`src/rtl/pdm_dac_pkg.sv`:
```
// ---------------------------------------------------------------------------
// pdm_dac_pkg : shared state encoding, width constants and saturation helper
// Revision    : 1.0
// ---------------------------------------------------------------------------
`default_nettype none

package pdm_dac_pkg;

    typedef enum logic [0:0] {
        IDLE = 1'b0,
        RAMP = 1'b1
    } state_t;

    localparam int NCH_DEF      = 2;
    localparam int DW_DEF       = 16;
    localparam int OSR_LOG2_DEF = 8;

    // Interpolator accumulator: sign + DW integer bits + OSR_LOG2 fraction bits
    function automatic int acc_width(input int dw, input int osr_log2);
        return dw + osr_log2 + 1;
    endfunction

    localparam int ACC_W = acc_width(DW_DEF, OSR_LOG2_DEF);

    function automatic logic signed [63:0] sat_signed(input logic signed [63:0] v,
                                                      input int dw);
        logic signed [63:0] hi;
        logic signed [63:0] lo;
        hi = (64'sd1 <<< (dw - 1)) - 64'sd1;
        lo = -(64'sd1 <<< (dw - 1));
        if (v > hi) return hi;
        if (v < lo) return lo;
        return v;
    endfunction

endpackage

`default_nettype wire

```
`src/rtl/pdm_sd_mod.sv`:
```
// ---------------------------------------------------------------------------
// pdm_sd_mod : one-channel sigma-delta modulator, first order by default,
//              second-order error feedback when PDM_DAC_ORDER2_EN is defined.
// Revision   : 1.0
// ---------------------------------------------------------------------------
`default_nettype none

module pdm_sd_mod #(
    parameter int DW = 16
) (
    input  logic                 clk,
    input  logic                 reset,
    input  logic signed [DW-1:0] sample,
    output logic                 pdm
);

`ifdef PDM_DAC_ORDER2_EN
    localparam int IW = DW + 3;
    localparam logic signed [IW:0] LIM = {2'b00, 1'b1, {(DW+1){1'b0}}};
    localparam logic signed [IW:0] FB  = {4'b0000, 1'b1, {(DW-1){1'b0}}};

    logic signed [IW-1:0] i1;
    logic signed [IW-1:0] i2;
    logic                 q;
    logic signed [IW:0]   fb;
    logic signed [IW:0]   x;
    logic signed [IW:0]   i1n;
    logic signed [IW:0]   i2n;

    function automatic logic signed [IW:0] clamp(input logic signed [IW:0] v);
        if (v > LIM)  return LIM;
        if (v < -LIM) return -LIM;
        return v;
    endfunction

    // Sums are one bit wider than the integrators so clamping sees the true value
    always_comb begin
        fb  = q ? FB : -FB;
        x   = {{4{sample[DW-1]}}, sample};
        i1n = clamp($signed({i1[IW-1], i1}) + x - fb);
        i2n = clamp($signed({i2[IW-1], i2}) + i1n - fb);
    end

    // q always equals ~i2[MSB] of the registered integrator
    always_ff @(posedge clk or posedge reset) begin
        if (reset) begin
            i1 <= '0;
            i2 <= '0;
            q  <= 1'b0;
        end else begin
            i1 <= i1n[IW-1:0];
            i2 <= i2n[IW-1:0];
            q  <= ~i2n[IW];
        end
    end

    assign pdm = q;
`else
    logic [DW-1:0] u;
    logic [DW:0]   sd;

    assign u = {~sample[DW-1], sample[DW-2:0]};

    always_ff @(posedge clk or posedge reset) begin
        if (reset) begin
            sd <= '0;
        end else begin
            sd <= {1'b0, sd[DW-1:0]} + {1'b0, u};
        end
    end

    assign pdm = sd[DW];
`endif

endmodule

`default_nettype wire

```
`src/rtl/pdm_dac_mc.sv`:
```
// ---------------------------------------------------------------------------
// pdm_dac_mc : multi-channel interpolating PDM DAC (modulator order selected
//              by PDM_DAC_ORDER2_EN inside pdm_sd_mod).
// Revision   : 1.0
// ---------------------------------------------------------------------------
`default_nettype none

module pdm_dac_mc
    import pdm_dac_pkg::*;
#(
    parameter int NCH      = NCH_DEF,
    parameter int DW       = DW_DEF,
    parameter int OSR_LOG2 = OSR_LOG2_DEF
) (
    input  logic              clk,
    input  logic              reset,
    input  logic              load,
    input  logic [NCH*DW-1:0] din,
    input  logic              ovr_clr,
    output logic              busy,
    output logic              ovr,
    output logic [NCH-1:0]    pdm
);

    localparam int AW = acc_width(DW, OSR_LOG2);
    localparam logic [OSR_LOG2-1:0] CNT_MAX = '1;

    state_t                state;
    logic [OSR_LOG2-1:0]   cnt;
    logic signed [AW-1:0]  acc    [NCH];
    logic signed [AW-1:0]  step   [NCH];
    logic signed [DW-1:0]  tgt    [NCH];
    logic signed [DW-1:0]  sample [NCH];

    function automatic logic signed [AW-1:0] to_acc(input logic signed [DW-1:0] v);
        return {v[DW-1], v, {OSR_LOG2{1'b0}}};
    endfunction

    // A load during a ramp holds acc for that cycle, so the restart is seamless
    always_ff @(posedge clk or posedge reset) begin
        if (reset) begin
            state <= IDLE;
            cnt   <= '0;
            busy  <= 1'b0;
            ovr   <= 1'b0;
            for (int k = 0; k < NCH; k++) begin
                acc[k]  <= '0;
                step[k] <= '0;
                tgt[k]  <= '0;
            end
        end else begin
            if (load) begin
                state <= RAMP;
                busy  <= 1'b1;
                cnt   <= CNT_MAX;
                for (int k = 0; k < NCH; k++) begin
                    tgt[k]  <= din[k*DW +: DW];
                    step[k] <= (to_acc(din[k*DW +: DW]) - acc[k]) >>> OSR_LOG2;
                end
            end else if (state == RAMP) begin
                if (cnt == '0) begin
                    state <= IDLE;
                    busy  <= 1'b0;
                    for (int k = 0; k < NCH; k++) begin
                        acc[k] <= to_acc(tgt[k]);
                    end
                end else begin
                    cnt <= cnt - 1'b1;
                    for (int k = 0; k < NCH; k++) begin
                        acc[k] <= acc[k] + step[k];
                    end
                end
            end

            if (load && (state == RAMP)) begin
                ovr <= 1'b1;
            end else if (ovr_clr) begin
                ovr <= 1'b0;
            end
        end
    end

    generate
        for (genvar k = 0; k < NCH; k++) begin : g_ch
            assign sample[k] = DW'(sat_signed(64'(signed'(acc[k][AW-1:OSR_LOG2])), DW));

            pdm_sd_mod #(
                .DW (DW)
            ) u_mod (
                .clk    (clk),
                .reset  (reset),
                .sample (sample[k]),
                .pdm    (pdm[k])
            );
        end
    endgenerate

endmodule

`default_nettype wire
```
`config.mk`:
```
export PLATFORM = sky130hd
export DESIGN_NAME = pdm_dac_mc
export DESIGN_NICKNAME = d
export VERILOG_FILES = /design/src/rtl/pdm_dac_pkg.sv /design/src/rtl/pdm_sd_mod.sv /design/src/rtl/pdm_dac_mc.sv
export SDC_FILE = /design/constraint.sdc
export NUM_CORES = 1
export LEC_CHECK = 0
export BUFFER_PORTS_ARGS = -buffer_cell sky130_fd_sc_hd__buf_4
export CORE_MARGIN = 2
export CORE_UTILIZATION = 55
export CTS_CLUSTER_SIZE = 24
export DETAILED_ROUTE_END_ITERATION = 12
export MAX_ROUTING_LAYER = met4
export PLACE_DENSITY = 0.72
export SETUP_SLACK_MARGIN = 0.2
export SYNTH_ARGS = -nofsm -noshare
export SYNTH_HDL_FRONTEND = slang
export SYNTH_SLANG_ARGS = --single-unit
```
`constraint.sdc`:
```
create_clock -name clk -period 12.9 [get_ports clk]
set_input_delay 3.87 -clock clk [delete_from_list [all_inputs] [get_ports clk]]
set_output_delay 3.87 -clock clk [all_outputs]
set_load 0.01 [all_outputs]
```
==> flow_summary.json, run 1 <==
{
  "design_area_um2": 12300,
  "synth_edf_count": 0,
  "slew_headroom_pct": 41.4,
  "yosys.area.top_type": "dfrtp_1",
  "min_period_ps": 6080,
  "pin_count": 40,
  "drtIter0Drc": 574,
  "wl_per_cell_um": 16.5,
  "holdCritPathClass": "reg -> reg",
  "critPathKind": "in -> reg",
  "required_ps": 13210,
  "grt_pass1_vias": 8675,
  "cts_tree": "built",
  "synth_warnings": 0,
  "ys_seq_area_share_pct": 36.3,
  "firstDrtPassIters": 7,
  "setup_tns_ps": 0,
  "htreeDepth": 4,
  "die_x_um": 146,
  "path_clk_slew_ps": 70,
  "ant_nets": 0,
  "synth_nets": 1356,
  "gp_congestion": 0.914,
  "clock_latency_ps": 430,
  "cts_hold_buf": 0,
  "max_freq_mhz": 164,
  "fin_nets": 1388,
  "via_count": 8784,
  "die_area_um2": 21300,
  "finalWirelength_um": 25000,
  "ctsResizeCount": 0,
  "die_h_um": 146,
  "rsz0062_at_grt": "no",
  "syn_area_per_cell_um2": 9.24,
  "n_antenna_cell": 0,
  "finClkSkew_ps": 12.8,
  "rrSetupSlack_ps": 8990,
  "fin_crit_sh_pct": 47.1,
  "via_per_inst": 5.81,
  "post_dp_cell_area_um2": 11700,
  "final_max_slew_viol_count": 0,
  "crit_arrival_ps": 6390,
  "drcViolationCount": 0,
  "synth_top_area_share_pct": 36.3,
  "n_fill_cell": 1729,
  "syn_inst": 1201,
  "port_buffers": 39,
  "antenna_found_initial": 0,
  "worstPathMaxFanout": 4,
  "dpl.hpwl_um": 17800,
  "status": "completed",
  "grt-ovfl-total": 0,
  "core_um2": 19700,
  "area.growth.synth_to_final_pct": 10.4,
  "rows": 51,
  "syn_area_um2": 11100,
  "grt_start_max_net_pins": 95,
  "root_buffer": "clkbuf_16",
  "post_cts_buffers": 0,
  "drive_above_1_share_pct": 12.5,
  "synthTopCellsByArea": "dfrtp_1 (36%), ha_1 (13%), mux2_2 (5.8%)",
  "async_flop_share_pct": 100,
  "grt_pass1_wl_um": 43000,
  "tightest_slew_ps": 878,
  "clk_path_buf_depth": 2,
  "synth-seq-cells": 161,
  "ys.flop_type": "dfrtp_1",
  "maxCapViolations": 0,
  "numCtsBuffers": 17,
  "startpoint_type": "primary input",
  "hold_viol": 0,
  "track_usage_pct": 25.4,
  "start_util_pct": 56.5,
  "end_kind": "flop",
  "clkSinkCount": 161,
  "synth_cell_types": 68,
  "setup_violations": 0
}
[cell usage after synthesis, types with 3 or more instances]
cell type	n
a22oi_1	5
and3_1	12
xor2_1	28
o31ai_1	7
and4_1	3
nor3_1	25
a21boi_0	6
a31oi_1	19
a21o_1	29
o21ai_0	68
a311oi_1	3
fa_1	4
mux2i_1	6
o31a_1	4
or2_2	4
nand3_1	14
and2_1	4
o211ai_1	13
dfrtp_1	161
o41ai_1	4
inv_1	71
or3_1	7
nor2_1	127
a31o_2	4
nand2_1	85
nand2b_1	13
a211oi_1	19
mux2_2	57
a22o_1	3
nand3b_1	3
ha_1	115
a211o_1	3
nor4_1	6
o21bai_1	9
a2111oi_0	4
nor2b_1	25
a21oi_1	92
o21a_1	9
clkbuf_1	32
xnor2_1	66
[stage by stage]
step / setup WS (ps) / cells / utilization [%] / hold WS [ps]
6_report: 6820 / 1511 / 62.4 / 480
5_1_grt: 6700 / 1511 / 62.4 / 498
4_1_cts: 6870 / 1511 / 62.4 / 487
3_5_place_dp: 6450 / 1479 / 59.4 / 471
3_3_place_gp: 6470 / 1479 / 59.4 / 464
2_1_floorplan: 4680 / 1201 / - / 456
[state kept, by name (all words and copies together) (netlist names)]
name and count:
busy 1, g_ch.u_mod.sd 34, ovr 1, tgt 32
cnt 8, step 34, state 1, acc 50
[placed cells by master (no fill, tap or decap), types with 12 or more instances in the layout]
cell | netlist | layout
dfrtp_1 | 161 | 161
nor2_1 | 127 | 127
ha_1 | 115 | 115
a21oi_1 | 92 | 92
nand2_1 | 85 | 85
inv_1 | 71 | 70
o21ai_0 | 68 | 68
xnor2_1 | 66 | 66
mux2_2 | 57 | 57
buf_4 | 2 | 49
a21o_1 | 29 | 29
xor2_1 | 28 | 28
nor3_1 | 25 | 24
nor2b_1 | 25 | 24
a31oi_1 | 19 | 19
a211oi_1 | 19 | 19
clkbuf_16 | 0 | 17
nand3_1 | 14 | 14
o211ai_1 | 13 | 13
nand2b_1 | 13 | 12
and3_1 | 12 | 12
[cells by family (layout without fill, tap and decap cells)]
| kind of cell | Yosys count | in the layout | synth area share (%) |
|---|---|---|---|
| AOI/OAI and AO/OA | 321 | 321 | 18.6 |
| xor gates and xnor gates | 94 | 94 | 7.42 |
| adders and majority gates | 119 | 119 | 13.7 |
| buffers and inverters | 108 | 153 | 3.72 |
| DFF | 161 | 161 | 36.3 |
| muxes | 64 | 64 | 6.46 |
| and+or+nand+nor | 334 | 334 | 13.8 |
[metal layers]
layer  GRT usage, %  vias up  wire [um]
met2           39.7      169      11600
met5              -        -          0
met4           6.50        0        346
met3           4.28       26        982
li1               -     4351          -
met1           34.5     4238      12000
[final timing paths]
kind / cells past startpoint / endpoint / from
setup / recovery: 11 / step[14] / din[17]
hold / removal: 1 / g_ch[1].u_mod.sd[0] / g_ch[1].u_mod.sd[0]
setup reg to reg: 16 / g_ch[1].u_mod.sd[16] / acc[24]
hold reg to reg: 1 / g_ch[1].u_mod.sd[0] / g_ch[1].u_mod.sd[0]
max in group asynchronous: 3 / g_ch[0].u_mod.sd[15] / reset
min in group asynchronous: 2 / busy / reset
[area by class of cell]
class / instances / area, um^2 / area share (%)
multi-input combinational: 932 / 6670 / 54.4
clock inverter: 9 / 106 / 0.868
timing repair buffer: 49 / 368 / 3.00
sequential: 161 / 4030 / 32.9
inverter: 72 / 275 / 2.25
tap: 265 / 332 / 2.71
clock buffer: 23 / 478 / 3.90
[worst max-delay path, stage by stage]
cell      delay (ps)
buf_4            110
ha_1             340
a21o_1           180
a21oi_1          190
a21boi_1         120
o41a_1           430
a31oi_1          380
o211ai_1         210
a21oi_1          220
xnor2_1           80
mux2_2           260
Power of run 1 is not shown: default switching activity piles up to over one toggle a cycle in this logic, so the estimate is an artifact.
==> inputs of run 2 (changes only) <==
PLACE_DENSITY = 0.75   (was 0.72)
clock period = 5.44 ns   (was 12.9 ns; I/O delays follow)
==> run 2 against run 1 <==
Net effect: worst hold slack gained 1.9 ps; register-to-register slack lost 7300 ps; non-clock buffer count shrank 2; critical path depth is the same; sequential cell count is the same; final cell count shrank 0.13%; highest routed layer unchanged; first-iteration DRC count grew 19%; via count grew 1.0%; setup slack lost 5200 ps.
==> flow_summary.json, run 2 (same netlist as run 1, synthesis figures left out) <==
{
  "status": "completed",
  "max_freq_mhz": 262,
  "drcViolationCount": 0,
  "crit_top_cell": "a21oi_1",
  "final_max_slew_viol_count": 0,
  "maxCapViolations": 0,
  "startpoint_type": "primary input",
  "grt_pass1_wl_um": 43000,
  "port_buffers": 39,
  "numCtsBuffers": 17,
  "reg_top3": "acc (50), g_ch.u_mod.sd (34), step (34)",
  "cp-startpoint": "din[17]",
  "crit_cells": 11,
  "required_ps": 5750,
  "grt_start_max_net_pins": 162,
  "wl_per_cell_um": 16.7,
  "drtIter0Drc": 682,
  "clkSinkCount": 161,
  "path_clk_slew_ps": 70,
  "crit_end": "step[14]",
  "grt-ovfl-total": 0,
  "end_kind": "flop",
  "final_common_cell": "dfrtp_1",
  "grt_pass1_vias": 8835,
  "r2r_end": "g_ch[1].u_mod.sd[16]",
  "crit_arrival_ps": 4120,
  "largest_register": "acc",
  "setup_violations": 0,
  "worstPathMaxFanout": 4,
  "area.growth.synth_to_final_pct": 11.0,
  "path_cells": "buf_4, ha_1, a21o_1, a21oi_1, a21boi_1, o41a_1, a31oi_1, o211ai_1, a21oi_1, xnor2_1, mux2_2",
  "hold_viol": 0,
  "layout_common_cells": "dfrtp_1 (161), nor2_1 (127), ha_1 (115)",
  "finalWirelength_um": 25200,
  "via_count": 8872,
  "setup_tns_ps": 0,
  "tightest_slew_ps": 1120,
  "firstDrtPassIters": 5,
  "root_buffer": "clkbuf_16",
  "holdCritPathClass": "reg -> reg",
  "gp_congestion": 0.911,
  "ctsResizeCount": 0,
  "die_h_um": 146,
  "clk_path_buf_depth": 2,
  "n_fill_cell": 1693,
  "fin_crit_sh_pct": 70.0,
  "finClkSkew_ps": 8.84,
  "die_area_um2": 21300,
  "min_period_ps": 3810,
  "ant_nets": 0,
  "rsz0062_at_grt": "no",
  "drive_above_1_share_pct": 12.5,
  "core_um2": 19700,
  "max_stage_delay_ps": 430,
  "cts_hold_buf": 0,
  "r2r_cells": 16,
  "critPathKind": "in -> reg",
  "antenna_found_initial": 0,
  "post_cts_buffers": 0,
  "via_per_inst": 5.88,
  "die_x_um": 146,
  "pin_count": 40,
  "n_antenna_cell": 0,
  "slew_headroom_pct": 25.1,
  "start_util_pct": 56.5,
  "crit_buf_inv": 1,
  "rrSetupSlack_ps": 1730,
  "dpl.hpwl_um": 17600,
  "clock_latency_ps": 430,
  "largest_reg_flops": 50,
  "track_usage_pct": 25.1,
  "htreeDepth": 4,
  "worst_path_max_delay_cell": "o41a_1",
  "r2r_start": "acc[24]",
  "cpLargestDelayFamily": "compound AO/OA/AOI/OAI gates",
  "fin_nets": 1386,
  "cts_tree": "built",
  "rows": 51
}
run 2: area by class of cell:
cell class	instances	area [um^2]	area share [%]
clock buffer	19	443	3.60
clock inverter	13	208	1.69
inverter	72	274	2.22
multi-input combinational	932	6670	54.1
sequential	161	4030	32.7
tap	265	332	2.69
timing repair buffer	47	365	2.97
run 2: how the worst min path moves through the flow:
stage / startpoint / to / slack, ps / cells after the start
after detailed placement: g_ch[0].u_mod.sd[0] / g_ch[0].u_mod.sd[0] / 470 / 1
after global placement: busy / busy / 460 / 1
final: g_ch[0].u_mod.sd[0] / g_ch[0].u_mod.sd[0] / 480 / 1
after global routing: busy / busy / 500 / 1
after floorplan: g_ch[0].u_mod.sd[0] / g_ch[0].u_mod.sd[0] / 460 / 1
after CTS: g_ch[0].u_mod.sd[0] / g_ch[0].u_mod.sd[0] / 490 / 1
run 2: stage by stage:
stage	setup slack [ps]	hold WS, ps	cells	utilization (%)	area [um^2]
after floorplan	1530	456	1201	-	11100
after global placement	1270	461	1477	59.4	11700
after detailed placement	1230	471	1477	59.4	11700
after CTS	1650	486	1509	62.7	12300
after global routing	1310	499	1509	62.7	12300
final	1630	482	1509	62.7	12300
run 2: layer usage:
metal / routed length, um / vias to the layer above / GRT usage [%]
met1: 11900 / 4286 / 34.0
li1: - / 4348 / -
met3: 1120 / 26 / 4.06
met5: 0 / - / -
met4: 371 / 0 / 6.02
met2: 11800 / 212 / 40.0
Power of run 2 is left out for the same reason.
==> inputs of run 3 (changes only) <==
PLACE_DENSITY = 0.72   (was 0.75)
clock period = 4 ns   (was 5.44 ns; I/O delays follow)
==> run 3 against run 2 <==
Net effect: via count fell by 0.89%; register-to-register slack got worse by 1100 ps; wire length rose by 0.65%; non-clock buffer count rose by 7; first-iteration DRC count fell by 24%; count of clock-buffer cells in the layout rose by 4; clock skew rose by 5.3 ps; largest cell class unchanged; final area fell by 0.11%; setup slack got worse by 1000 ps; sequential share of layout area barely moved; die area did not move.
==> flow_summary.json, run 3 (same netlist as run 1, synthesis figures left out) <==
{
  "largest_register": "acc",
  "grt_pass1_wl_um": 42300,
  "final_max_slew_viol_count": 0,
  "layout_common_cells": "dfrtp_1 (161), nor2_1 (127), ha_1 (115)",
  "gp_congestion": 0.948,
  "setup_tns_ps": 0,
  "drtIter0Drc": 516,
  "die_x_um": 146,
  "final_common_cell": "dfrtp_1",
  "slew_headroom_pct": 48.6,
  "path_clk_slew_ps": 70,
  "track_usage_pct": 25.0,
  "tightest_slew_ps": 765,
  "start_util_pct": 56.5,
  "via_count": 8793,
  "hold_viol": 0,
  "end_kind": "flop",
  "multi_input_area_um2": 6670,
  "max_freq_mhz": 293,
  "fin_crit_sh_pct": 85.4,
  "via_per_inst": 5.80,
  "min_period_ps": 3420,
  "setup_violations": 0,
  "required_ps": 4280,
  "seq_area_um2": 4030,
  "fin_nets": 1393,
  "area.growth.synth_to_final_pct": 10.9,
  "finalWirelength_um": 25400,
  "pin_count": 40,
  "drive_above_1_share_pct": 12.8,
  "rows": 51,
  "ant_nets": 0,
  "crit_arrival_ps": 3700,
  "maxCapViolations": 0,
  "n_antenna_cell": 0,
  "largest_reg_flops": 50,
  "cts_tree": "built",
  "ctsResizeCount": 0,
  "antenna_found_initial": 0,
  "port_buffers": 39,
  "cts_hold_buf": 0,
  "htreeDepth": 4,
  "die_area_um2": 21300,
  "firstDrtPassIters": 5,
  "holdCritPathClass": "reg -> reg",
  "dpl.hpwl_um": 18300,
  "clkSinkCount": 161,
  "n_fill_cell": 1715,
  "worstPathMaxFanout": 3,
  "startpoint_type": "flop",
  "grt_pass1_vias": 8515,
  "clk_path_buf_depth": 2,
  "clock_latency_ps": 430,
  "finClkSkew_ps": 14.1,
  "wl_per_cell_um": 16.7,
  "rsz0062_at_grt": "no",
  "grt_start_max_net_pins": 80,
  "critPathKind": "reg -> reg",
  "reg_top3": "acc (50), g_ch.u_mod.sd (34), step (34)",
  "die_h_um": 146,
  "status": "completed",
  "post_cts_buffers": 0,
  "core_um2": 19700,
  "drcViolationCount": 0,
  "numCtsBuffers": 17,
  "root_buffer": "clkbuf_16",
  "grt-ovfl-total": 0
}
## run 3: per-stage QoR
step / cell area (um^2) / utilization [%] / std cells / hold slack [ps] / setup slack [ps]
after floorplan: 11100 / - / 1201 / 456 / 526
after global placement: 11700 / 59.8 / 1484 / 463 / 259
after detailed placement: 11700 / 59.8 / 1484 / 471 / 208
after CTS: 12300 / 62.6 / 1515 / 487 / 604
after global routing: 12300 / 62.6 / 1515 / 499 / 266
final: 12300 / 62.6 / 1515 / 483 / 585
## run 3: layer usage
metal	vias to the layer above	GRT usage, %	share of wire (%)
met5	-	-	0
met4	0	5.49	1.5
met3	29	4.75	4.8
met2	173	38.6	45
met1	4226	34.5	48
li1	4365	-	-
## run 3: cell type report
cell class / count / share of cell area (%)
Clock inverter: 8 / 0.661
Inverter: 72 / 2.23
Sequential cell: 161 / 32.7
Tap cell: 265 / 2.70
Clock buffer: 23 / 3.88
Multi-Input combinational cell: 932 / 54.2
Timing Repair Buffer: 54 / 3.60
## run 3: final timing paths
kind,end,depth (start not counted),start,slack [ps]
setup reg to reg,g_ch[1].u_mod.sd[16],15,acc[24],580
max in group asynchronous,tgt[30],3,reset,2550
hold / removal,g_ch[1].u_mod.sd[0],1,g_ch[1].u_mod.sd[0],480
setup / recovery,g_ch[1].u_mod.sd[16],15,acc[24],580
hold reg to reg,g_ch[1].u_mod.sd[0],1,g_ch[1].u_mod.sd[0],480
min in group asynchronous,state,2,reset,730
## run 3: critical path, stage by stage, from the launching register on
cell,delay [ps]
dfrtp_1,350
clkinv_1,120
a21oi_1,160
a21oi_1,60
ha_1,210
inv_1,80
fa_1,200
nor2b_1,50
o21ai_0,220
a21boi_0,160
o21ai_0,410
a21boi_0,200
o21ai_0,250
a21oi_1,160
o41ai_1,470
o21ai_0,180
Power of run 3 is left out for the same reason.
